File: config.mk
export PLATFORM = sky130hd
export DESIGN_NAME = cacheline_burst_adapter_flat
export DESIGN_NICKNAME = d
export VERILOG_FILES = /design/src/rtl/cacheline_burst_adapter_if.sv /design/src/rtl/cacheline_burst_adapter.sv /design/src/flat_wrapper.sv
export SDC_FILE = /design/constraint.sdc
export NUM_CORES = 1
export LEC_CHECK = 0
export ABC_AREA = 1
export CORE_AREA = 8 8 271 273
export DETAILED_ROUTE_END_ITERATION = 12
export DIE_AREA = 0 0 279 281
export PLACE_DENSITY = 0.63
export SLEW_MARGIN = 20
export SYNTH_ARGS = -nofsm -noshare
export SYNTH_HDL_FRONTEND = slang
export SYNTH_SLANG_ARGS = --single-unit
export TNS_END_PERCENT = 10
File: constraint.sdc
create_clock -name clk -period 2.2 [get_ports clk]
set_input_delay 0.33 -clock clk [delete_from_list [all_inputs] [get_ports clk]]
set_output_delay 0.33 -clock clk [all_outputs]
set_load 0.005 [all_outputs]
File: src/rtl/cacheline_burst_adapter_if.sv
// Cache-line / memory-burst signal bundle for cacheline_burst_adapter.
// master = cache + memory side, slave = the adapter itself.
interface cacheline_burst_adapter_if #(
    parameter int s_line = 256,
    parameter int s_beat = 64
);
    logic              line_read;
    logic              line_write;
    logic [31:0]       line_addr;
    logic [s_line-1:0] line_wdata;
    logic [s_line-1:0] line_rdata;
    logic              line_resp;
    logic              burst_read;
    logic              burst_write;
    logic [31:0]       burst_addr;
    logic [s_beat-1:0] burst_wdata;
    logic [s_beat-1:0] burst_rdata;
    logic              burst_resp;

    modport master (
        output line_read, line_write, line_addr, line_wdata,
        output burst_rdata, burst_resp,
        input  line_rdata, line_resp,
        input  burst_read, burst_write, burst_addr, burst_wdata
    );

    modport slave (
        input  line_read, line_write, line_addr, line_wdata,
        input  burst_rdata, burst_resp,
        output line_rdata, line_resp,
        output burst_read, burst_write, burst_addr, burst_wdata
    );
endinterface

File: src/rtl/cacheline_burst_adapter.sv
// Converts 256-bit cache line fills/write-backs into 4-beat 64-bit bursts.
// All outputs come from registers or registered state only.
module cacheline_burst_adapter #(
    parameter int s_line = 256,
    parameter int s_beat = 64
) (
    input logic                      clk,
    input logic                      rst,
    cacheline_burst_adapter_if.slave bus
);
    localparam int BEATS = s_line / s_beat;
    localparam int BW    = (BEATS > 1) ? $clog2(BEATS) : 1;

    typedef enum logic [1:0] {
        IDLE  = 2'd0,
        READ  = 2'd1,
        WRITE = 2'd2,
        DONE  = 2'd3
    } state_e;

    typedef logic [BEATS-1:0][s_beat-1:0] line_t;

    state_e        state_q, state_d;
    logic [BW-1:0] beat_q, beat_d;
    logic [31:0]   addr_q, addr_d;
    line_t         wdata_q, wdata_d;
    line_t         rdata_q, rdata_d;
    logic          last_beat;

    assign last_beat = (beat_q == BW'(BEATS - 1));

    always_ff @(posedge clk or negedge rst) begin
        if (!rst) begin
            state_q <= IDLE;
            beat_q  <= '0;
            addr_q  <= '0;
            wdata_q <= '0;
            rdata_q <= '0;
        end else begin
            state_q <= state_d;
            beat_q  <= beat_d;
            addr_q  <= addr_d;
            wdata_q <= wdata_d;
            rdata_q <= rdata_d;
        end
    end

    // Write-back takes priority when both requests arrive together.
    always_comb begin
        state_d = state_q;
        case (state_q)
            IDLE: begin
                if (bus.line_write) begin
                    state_d = WRITE;
                end else if (bus.line_read) begin
                    state_d = READ;
                end
            end
            READ, WRITE: begin
                if (bus.burst_resp && last_beat) begin
                    state_d = DONE;
                end
            end
            DONE:    state_d = IDLE;
            default: state_d = IDLE;
        endcase
    end

    always_comb begin
        beat_d  = beat_q;
        addr_d  = addr_q;
        wdata_d = wdata_q;
        rdata_d = rdata_q;
        case (state_q)
            IDLE: begin
                if (bus.line_write || bus.line_read) begin
                    addr_d = {bus.line_addr[31:5], 5'b0};
                    beat_d = '0;
                end
                if (bus.line_write) begin
                    wdata_d = bus.line_wdata;
                end
            end
            READ: begin
                if (bus.burst_resp) begin
                    rdata_d[beat_q] = bus.burst_rdata;
                    beat_d          = beat_q + BW'(1);
                end
            end
            WRITE: begin
                if (bus.burst_resp) begin
                    beat_d = beat_q + BW'(1);
                end
            end
            default: ;
        endcase
    end

    always_comb begin
        bus.burst_read  = (state_q == READ);
        bus.burst_write = (state_q == WRITE);
        bus.line_resp   = (state_q == DONE);
        bus.burst_addr  = addr_q;
        bus.burst_wdata = wdata_q[beat_q];
        bus.line_rdata  = rdata_q;
    end
endmodule
File: src/flat_wrapper.sv
// flat-port wrapper written by rule: the top's interface ports become plain ports
module cacheline_burst_adapter_flat 
#(
    parameter int s_line = 256,
    parameter int s_beat = 64
)
  (clk, rst, bus_line_read, bus_line_write, bus_line_addr, bus_line_wdata, bus_burst_rdata, bus_burst_resp, bus_line_rdata, bus_line_resp, bus_burst_read, bus_burst_write, bus_burst_addr, bus_burst_wdata);
  cacheline_burst_adapter_if #(.s_line(s_line), .s_beat(s_beat)) bus_i ();
  input logic clk;
  input logic rst;
  input wire logic [$bits(bus_i.line_read)-1:0] bus_line_read;
  input wire logic [$bits(bus_i.line_write)-1:0] bus_line_write;
  input wire logic [$bits(bus_i.line_addr)-1:0] bus_line_addr;
  input wire logic [$bits(bus_i.line_wdata)-1:0] bus_line_wdata;
  input wire logic [$bits(bus_i.burst_rdata)-1:0] bus_burst_rdata;
  input wire logic [$bits(bus_i.burst_resp)-1:0] bus_burst_resp;
  output wire logic [$bits(bus_i.line_rdata)-1:0] bus_line_rdata;
  output wire logic [$bits(bus_i.line_resp)-1:0] bus_line_resp;
  output wire logic [$bits(bus_i.burst_read)-1:0] bus_burst_read;
  output wire logic [$bits(bus_i.burst_write)-1:0] bus_burst_write;
  output wire logic [$bits(bus_i.burst_addr)-1:0] bus_burst_addr;
  output wire logic [$bits(bus_i.burst_wdata)-1:0] bus_burst_wdata;
  assign bus_i.line_read = bus_line_read;
  assign bus_i.line_write = bus_line_write;
  assign bus_i.line_addr = bus_line_addr;
  assign bus_i.line_wdata = bus_line_wdata;
  assign bus_i.burst_rdata = bus_burst_rdata;
  assign bus_i.burst_resp = bus_burst_resp;
  assign bus_line_rdata = bus_i.line_rdata;
  assign bus_line_resp = bus_i.line_resp;
  assign bus_burst_read = bus_i.burst_read;
  assign bus_burst_write = bus_i.burst_write;
  assign bus_burst_addr = bus_i.burst_addr;
  assign bus_burst_wdata = bus_i.burst_wdata;
  cacheline_burst_adapter #(.s_line(s_line), .s_beat(s_beat)) u_core (.clk(clk), .rst(rst), .bus(bus_i));
endmodule
==> flow_metrics.py, run 1 <==
metrics = {
    "worst_setup_path": {
        "path_depth": 8,
        "crit_family": "buffers and inverters",
        "start_kind": "flip-flop",
        "cp_common_cell": "buf_6",
        "crit_chain": "buf_6 -> inv_8 -> buf_6 -> buf_16 -> a21oi_1 -> o21ai_0 -> nand2_1 -> dlygate4sd2_1",
        "cp.required_ns": 1.87,
        "worstSetupPathType": "flip-flop to primary output",
        "cp_slowest_cell": "dfrtp_2",
        "cpPeakStageDelay_ns": 0.47,
        "crit_path_end_kind": "primary output",
        "critPathBufInv": 5,
        "worstPathArrival_ns": 2.08,
        "r2r_slack_ns": 0.13,
        "reg2reg_depth": 8,
        "cp_max_fo": 20,
    },
    "global_routing": {
        "grt_pass1_vias": 19936,
        "grt_max_degree": 96,
        "grt_pass1_wl_mm": 122,
        "grt_overflow": 0,
        "antenna_found_initial": 22,
        "gr-usage-all-layers_pct": 19.9,
    },
    "timing": {
        "holdWs_ns": 0.0509,
        "setup-tns-final_ns": -6.42,
        "fin_skew_ns": 0.0234,
        "worst_slack_ns": -0.208,
        "rsz0062_at_grt": "yes",
        "hold_violations": 0,
        "drv_slew": 0,
        "setup_viol": 62,
        "relSlewSlack_pct": 66.5,
        "min_period_over_period_pct": 109,
        "finalCriticalPeriod_ns": 2.41,
        "worst_pin_slew_ns": 0.503,
        "max_freq_mhz": 415,
    },
    "yosys": {
        "synth_area_per_cell_um2": 8.69,
        "synth_area_leaders": "dfrtp_1, nand2_1, o21ai_0, nand3_1, nor2_1",
        "synth_top_cells_by_count": "nand2_1, dfrtp_1, o21ai_0",
        "netlist_area_um2": 22500,
        "synthFlopType": "dfrtp_1",
        "netlist_instances": 2587,
        "yosys.cell_count.top_type": "nand2_1",
        "synth_top_area_share_pct": 60.4,
        "yosysUniqueCellTypes": 19,
        "yosysWarningCount": 0,
        "ys_ff_latch": 543,
        "async_flop_share_pct": 100,
        "synth_top_area_cell": "dfrtp_1",
        "synth_edf_count": 0,
        "synth-seq-area-share_pct": 60.4,
    },
    "final_layout": {
        "area_growth_pct": 49.1,
        "drive_above_1_share_pct": 9.78,
        "finalInstanceArea_um2": 33500,
        "nets": 3653,
    },
    "routing": {
        "vias": 19956,
        "wl_per_cell_um": 18.9,
        "vias_per_cell": 4.66,
        "detail_route.wirelength_mm": 80.8,
        "remaining_drc_errors": 0,
        "drt_pre_antenna_iters": 5,
        "drtIter0Drc": 1306,
        "antenna_left": 0,
    },
    "floorplanning": {
        "initial_utilization_pct": 32.5,
        "die_w_um": 279,
        "row_count": 97,
        "fp.dieH_um": 281,
        "die_area_um2": 78400,
        "io_pins": 712,
        "core-area_um2": 69300,
    },
    "worst_hold_path": {
        "hold_depth": 3,
        "holdCritPathClass": "input port to flip-flop",
    },
    "clock_tree": {
        "cts_tree": "built",
        "cts-root-buf": "clkbuf_16",
        "clkLatencyLatePin_ns": 0.60,
        "clockBufferDepth": 3,
        "path_clk_slew_ns": 0.06,
        "cts_buffers": 58,
        "cts_max_level": 2,
        "clock_sinks": 543,
    },
    "placed_design": {
        "io_buffer_count": 701,
        "routabilityCongestion": 0.825,
        "dpl_cell_area_um2": 31000,
        "dp_hpwl_mm": 58.2,
    },
    "flow_run": {
        "maxCapViolations": 0,
    },
    "pwr": {
        "p_total_uw": 46100,
        "p_leak_uw": 0.0161,
        "powerDensity_nw_per_um2": 1370,
        "ir_worst_vdd_mv": 0.707,
    },
    "run_status": {
        "violations": "negative setup slack",
        "status": "finished with violations",
    },
}
==> worst reg2reg max path, stage by stage (launching register included) <==
cell	delay, ns
dfrtp_2	0.46
buf_12	0.16
buf_4	0.12
buf_12	0.18
ha_2	0.24
nand3_4	0.29
buf_12	0.31
nand2_1	0.09
o21ai_0	0.08
==> report_power, final <==
part | total, uW | internal [uW] | switching, uW
Combinational | 19500 | 9670 | 9850
Clock | 9890 | 5920 | 3970
Sequential | 16700 | 14400 | 2290
==> layout make-up <==
cell class | count | area (um2)
timing repair buffer | 821 | 8470
clock inverter | 11 | 166
inverter | 164 | 639
fill | 6616 | 35800
sequential | 543 | 13600
antenna | 10 | 25.0
timing repair inverter | 2 | 20.0
multi-input combinational | 1697 | 7680
clock buffer | 96 | 1770
tap | 940 | 1180
==> cell families (layout without fill, tap and decap cells) <==
family | count (synthesis) | count (layout) | share of synthesized area, %
simple gates | 1139 | 1139 | 20.1
compound gates | 544 | 544 | 12.2
flops | 543 | 543 | 60.4
buf+inv | 351 | 1094 | 6.77
fa+ha+maj | 9 | 9 | 0.501
other cells | 1 | 15 | 0.0167
==> sequential cells by signal, indices dropped and copies added, names as in the netlist <==
register	flops
u_core.wdata_q	256
u_core.beat_q	2
u_core.bus.burst_addr	27
u_core.state_q	2
u_core.bus.line_rdata	256
==> routing by layer <==
metal,vias up,routed length [um],track usage [%]
met5,-,126,0
met4,20,2010,5.96
met3,129,7490,6.85
met2,703,39100,33.4
met1,9395,32000,24.0
li1,9709,-,-
==> path summary, 6_finish.rpt <==
check,from,end
worst max-delay path,u_core.beat_q[0],bus_burst_wdata[60]
worst min-delay path,bus_line_write,u_core.wdata_q[60]
worst max register to register,u_core.beat_q[0],u_core.bus.line_rdata[222]
worst min register to register,u_core.wdata_q[7],u_core.wdata_q[7]
max in group asynchronous,rst,u_core.bus.line_rdata[86]
min in group asynchronous,rst,u_core.bus.line_rdata[41]
==> cell usage in the layout, fill, tap and decap left out, types with 6 or more instances in the layout <==
cell             netlist  final
buf_2                104     35
buf_16                 0      9
o21ai_0              369    311
nor2_2                 0     11
diode_2                0     10
a21oi_1              130    117
buf_4                  8     62
clkbuf_16              0     61
nor2_1               193    182
clkbuf_2               0      6
o21ai_1               43     81
clkbuf_1              63     24
buf_6                  6     17
nand3_1              199    195
clkdlybuf4s50_1        0    633
dfrtp_1              543    540
buf_8                  0      8
dlygate4sd2_1          0      8
o21ai_2                0     19
clkbuf_8               0     11
nand2_1              746    744
a21oi_2                0     11
buf_12                 0     33
inv_1                163    161
==> stage by stage <==
stage	setup slack, ns	util [%]	instances
final	-0.208	48.4	4284
after global routing	-0.338	48.4	4281
after CTS	-0.303	48.2	4272
after detailed placement	0.0758	44.7	4134
after global placement	0.0789	44.7	4134
after floorplan	0.398	-	2591
==> what timing repair did <==
action	CTS	global route
hold buffers	1	0
setup endpoints to repair	66	64
setup buffers	19	2
pin swaps	14	13
cloned	11	0
endpoints found under the hold margin	30	0
gates resized for setup	341	57
(Power assumes the default switching activity.)
==> inputs of run 2 (changes only) <==
- SKIP_LAST_GASP: default -> 1
- TNS_END_PERCENT: 10 -> 1
==> run 2 against run 1 <==
Effect of this change:
- largest cell class unchanged
- the run still ends with negative setup slack left
- sequential power about the same
- wire length shrank 0.34%
- largest power group unchanged
- sequential cell count did not move
==> flow_metrics.py, run 2 (synthesized netlist as in run 1, its figures left out) <==
metrics = {
    "routing": {
        "antenna_left": 0,
        "wl_per_cell_um": 18.8,
        "remaining_drc_errors": 0,
        "vias_per_cell": 4.65,
        "drt_pre_antenna_iters": 5,
        "drtIter0Drc": 1245,
        "vias": 19925,
        "detail_route.wirelength_mm": 80.5,
    },
    "timing": {
        "worst_pin_slew_ns": 0.503,
        "fin_skew_ns": 0.0232,
        "hold_violations": 0,
        "rsz0062_at_grt": "yes",
        "min_period_over_period_pct": 112,
        "setup_viol": 66,
        "relSlewSlack_pct": 66.5,
        "drv_slew": 0,
        "max_freq_mhz": 406,
        "worst_slack_ns": -0.260,
        "finalCriticalPeriod_ns": 2.46,
    },
    "floorplanning": {
        "core-area_um2": 69300,
        "die_w_um": 279,
        "die_area_um2": 78400,
        "io_pins": 712,
        "initial_utilization_pct": 32.5,
        "row_count": 97,
        "fp.dieH_um": 281,
    },
    "worst_setup_path": {
        "crit_path_end_kind": "primary output",
        "r2r_slack_ns": 0.11,
        "worstPathArrival_ns": 2.13,
        "cp.required_ns": 1.87,
        "cp_max_fo": 10,
        "worstSetupPathType": "flip-flop to primary output",
        "start_kind": "flip-flop",
    },
    "pwr": {
        "powerDensity_nw_per_um2": 1370,
        "ir_worst_vdd_mv": 0.702,
        "p_leak_uw": 0.0161,
    },
    "global_routing": {
        "met3_usage_pct": 6.86,
        "top_usage_layer": "met2",
        "antenna_found_initial": 22,
        "grt_util_met2_pct": 33.2,
        "grt_max_degree": 96,
        "gr-usage-all-layers_pct": 19.8,
        "grt_overflow": 0,
        "grt_pass1_vias": 19908,
        "grt_pass1_wl_mm": 122,
        "grtUsageMet1_pct": 24.0,
    },
    "run_status": {
        "status": "finished with violations",
        "violations": "negative setup slack",
    },
    "final_layout": {
        "nets": 3654,
        "num-fill-cells": 6633,
        "post_layout_nonfiller_instances": 4284,
        "final_cell_mix": "nand2_1, clkdlybuf4s50_1, dfrtp_1",
        "final_common_cell": "nand2_1",
        "area_growth_pct": 48.8,
        "drive_above_1_share_pct": 7.92,
    },
    "worst_hold_path": {
        "holdCritPathClass": "input port to flip-flop",
    },
    "clock_tree": {
        "clockBufferDepth": 3,
        "cts_buffers": 58,
        "clkLatencyLatePin_ns": 0.60,
        "cts_max_level": 2,
        "cts-root-buf": "clkbuf_16",
        "clock_sinks": 543,
        "path_clk_slew_ns": 0.06,
        "cts_tree": "built",
    },
    "placed_design": {
        "pre_cts_slack_ns": 0.0758,
        "io_buffer_count": 701,
        "dp_hpwl_mm": 58.2,
        "dp_cells": 4134,
        "routabilityCongestion": 0.825,
    },
    "flow_run": {
        "maxCapViolations": 0,
    },
}
run 2: cell types whose count changed in the layout (fill, tap and decap cells not counted), sizes merged:
cell           delta
bufbuf            +1
dlymetal6s2s      +3
clkdlybuf4s15     +7
diode             -1
clkdlybuf4s50     +2
inv               -2
clkinv            +2
buf              -35
dlygate4sd2      +19
clkbuf            +4
run 2: critical path, cell delays in order, from the launching register on:
cell	delay, ns
dfrtp_2	0.47
buf_12	0.17
buf_8	0.14
bufbuf_16	0.29
o21ai_4	0.12
nand2_1	0.06
dlygate4sd2_1	0.27
run 2: metrics by stage:
stage	cell area (um2)	utilization (%)	hold WS, ns	TNS, ns	total power (uW)
6_report	33500	48.3	0.0507	-12.00	45700
5_1_grt	33500	48.3	0.0208	-20.49	49000
4_1_cts	33300	48.1	0.00641	-19.02	46100
3_5_place_dp	31000	44.7	0.298	0	35600
3_3_place_gp	31000	44.7	0.299	0	35200
2_1_floorplan	22500	-	0.0344	0	24500
run 2: layout make-up:
class | instances | area, um2 | area share (%)
multi-input combinational | 1697 | 7560 | 22.6
inverter | 164 | 644 | 1.93
antenna | 9 | 22.5 | 0.0673
timing repair buffer | 822 | 8520 | 25.5
clock buffer | 96 | 1770 | 5.28
sequential | 543 | 13600 | 40.6
timing repair inverter | 2 | 17.5 | 0.0523
clock inverter | 11 | 166 | 0.497
tap | 940 | 1180 | 3.51
run 2: final timing paths:
kind	depth (start not counted)	startpoint	end
worst max-delay path	6	u_core.beat_q[0]	bus_burst_wdata[45]
worst min-delay path	3	bus_line_write	u_core.wdata_q[60]
worst max register to register	8	u_core.beat_q[0]	u_core.bus.line_rdata[109]
worst min register to register	2	u_core.wdata_q[7]	u_core.wdata_q[7]
max in group asynchronous	3	rst	u_core.bus.line_rdata[86]
min in group asynchronous	2	rst	u_core.bus.line_rdata[41]
run 2: where the power goes:
part / total (uW) / switching (uW) / internal [uW] / leakage [uW]
Sequential: 16600 / 2230 / 14400 / 0.00679
Combinational: 19200 / 9640 / 9550 / 0.00839
Clock: 9880 / 3960 / 5920 / 0.000944
Total: 45700 / 15800 / 29900 / 0.0161
run 2: routing by layer:
| layer | vias to the layer above | wire length, um |
|---|---|---|
| met5 | - | 126 |
| met4 | 20 | 2040 |
| met1 | 9388 | 32000 |
| li1 | 9700 | - |
| met2 | 690 | 39000 |
| met3 | 127 | 7340 |
run 2: what timing repair did:
item / in CTS / in global routing
hold endpoints to repair: 30 / 0
buffers inserted: 17 / 6
setup endpoints to repair: 66 / 66
hold buffers: 1 / 0
gates resized for setup: 146 / 60
gates cloned: 10 / 0
pin swaps: 6 / 6
==> inputs of run 3 (changes only) <==
- CAP_MARGIN: default -> 20
==> results of run 3 <==
No change in the layout: final DEF, timing and power equal those of run 2.
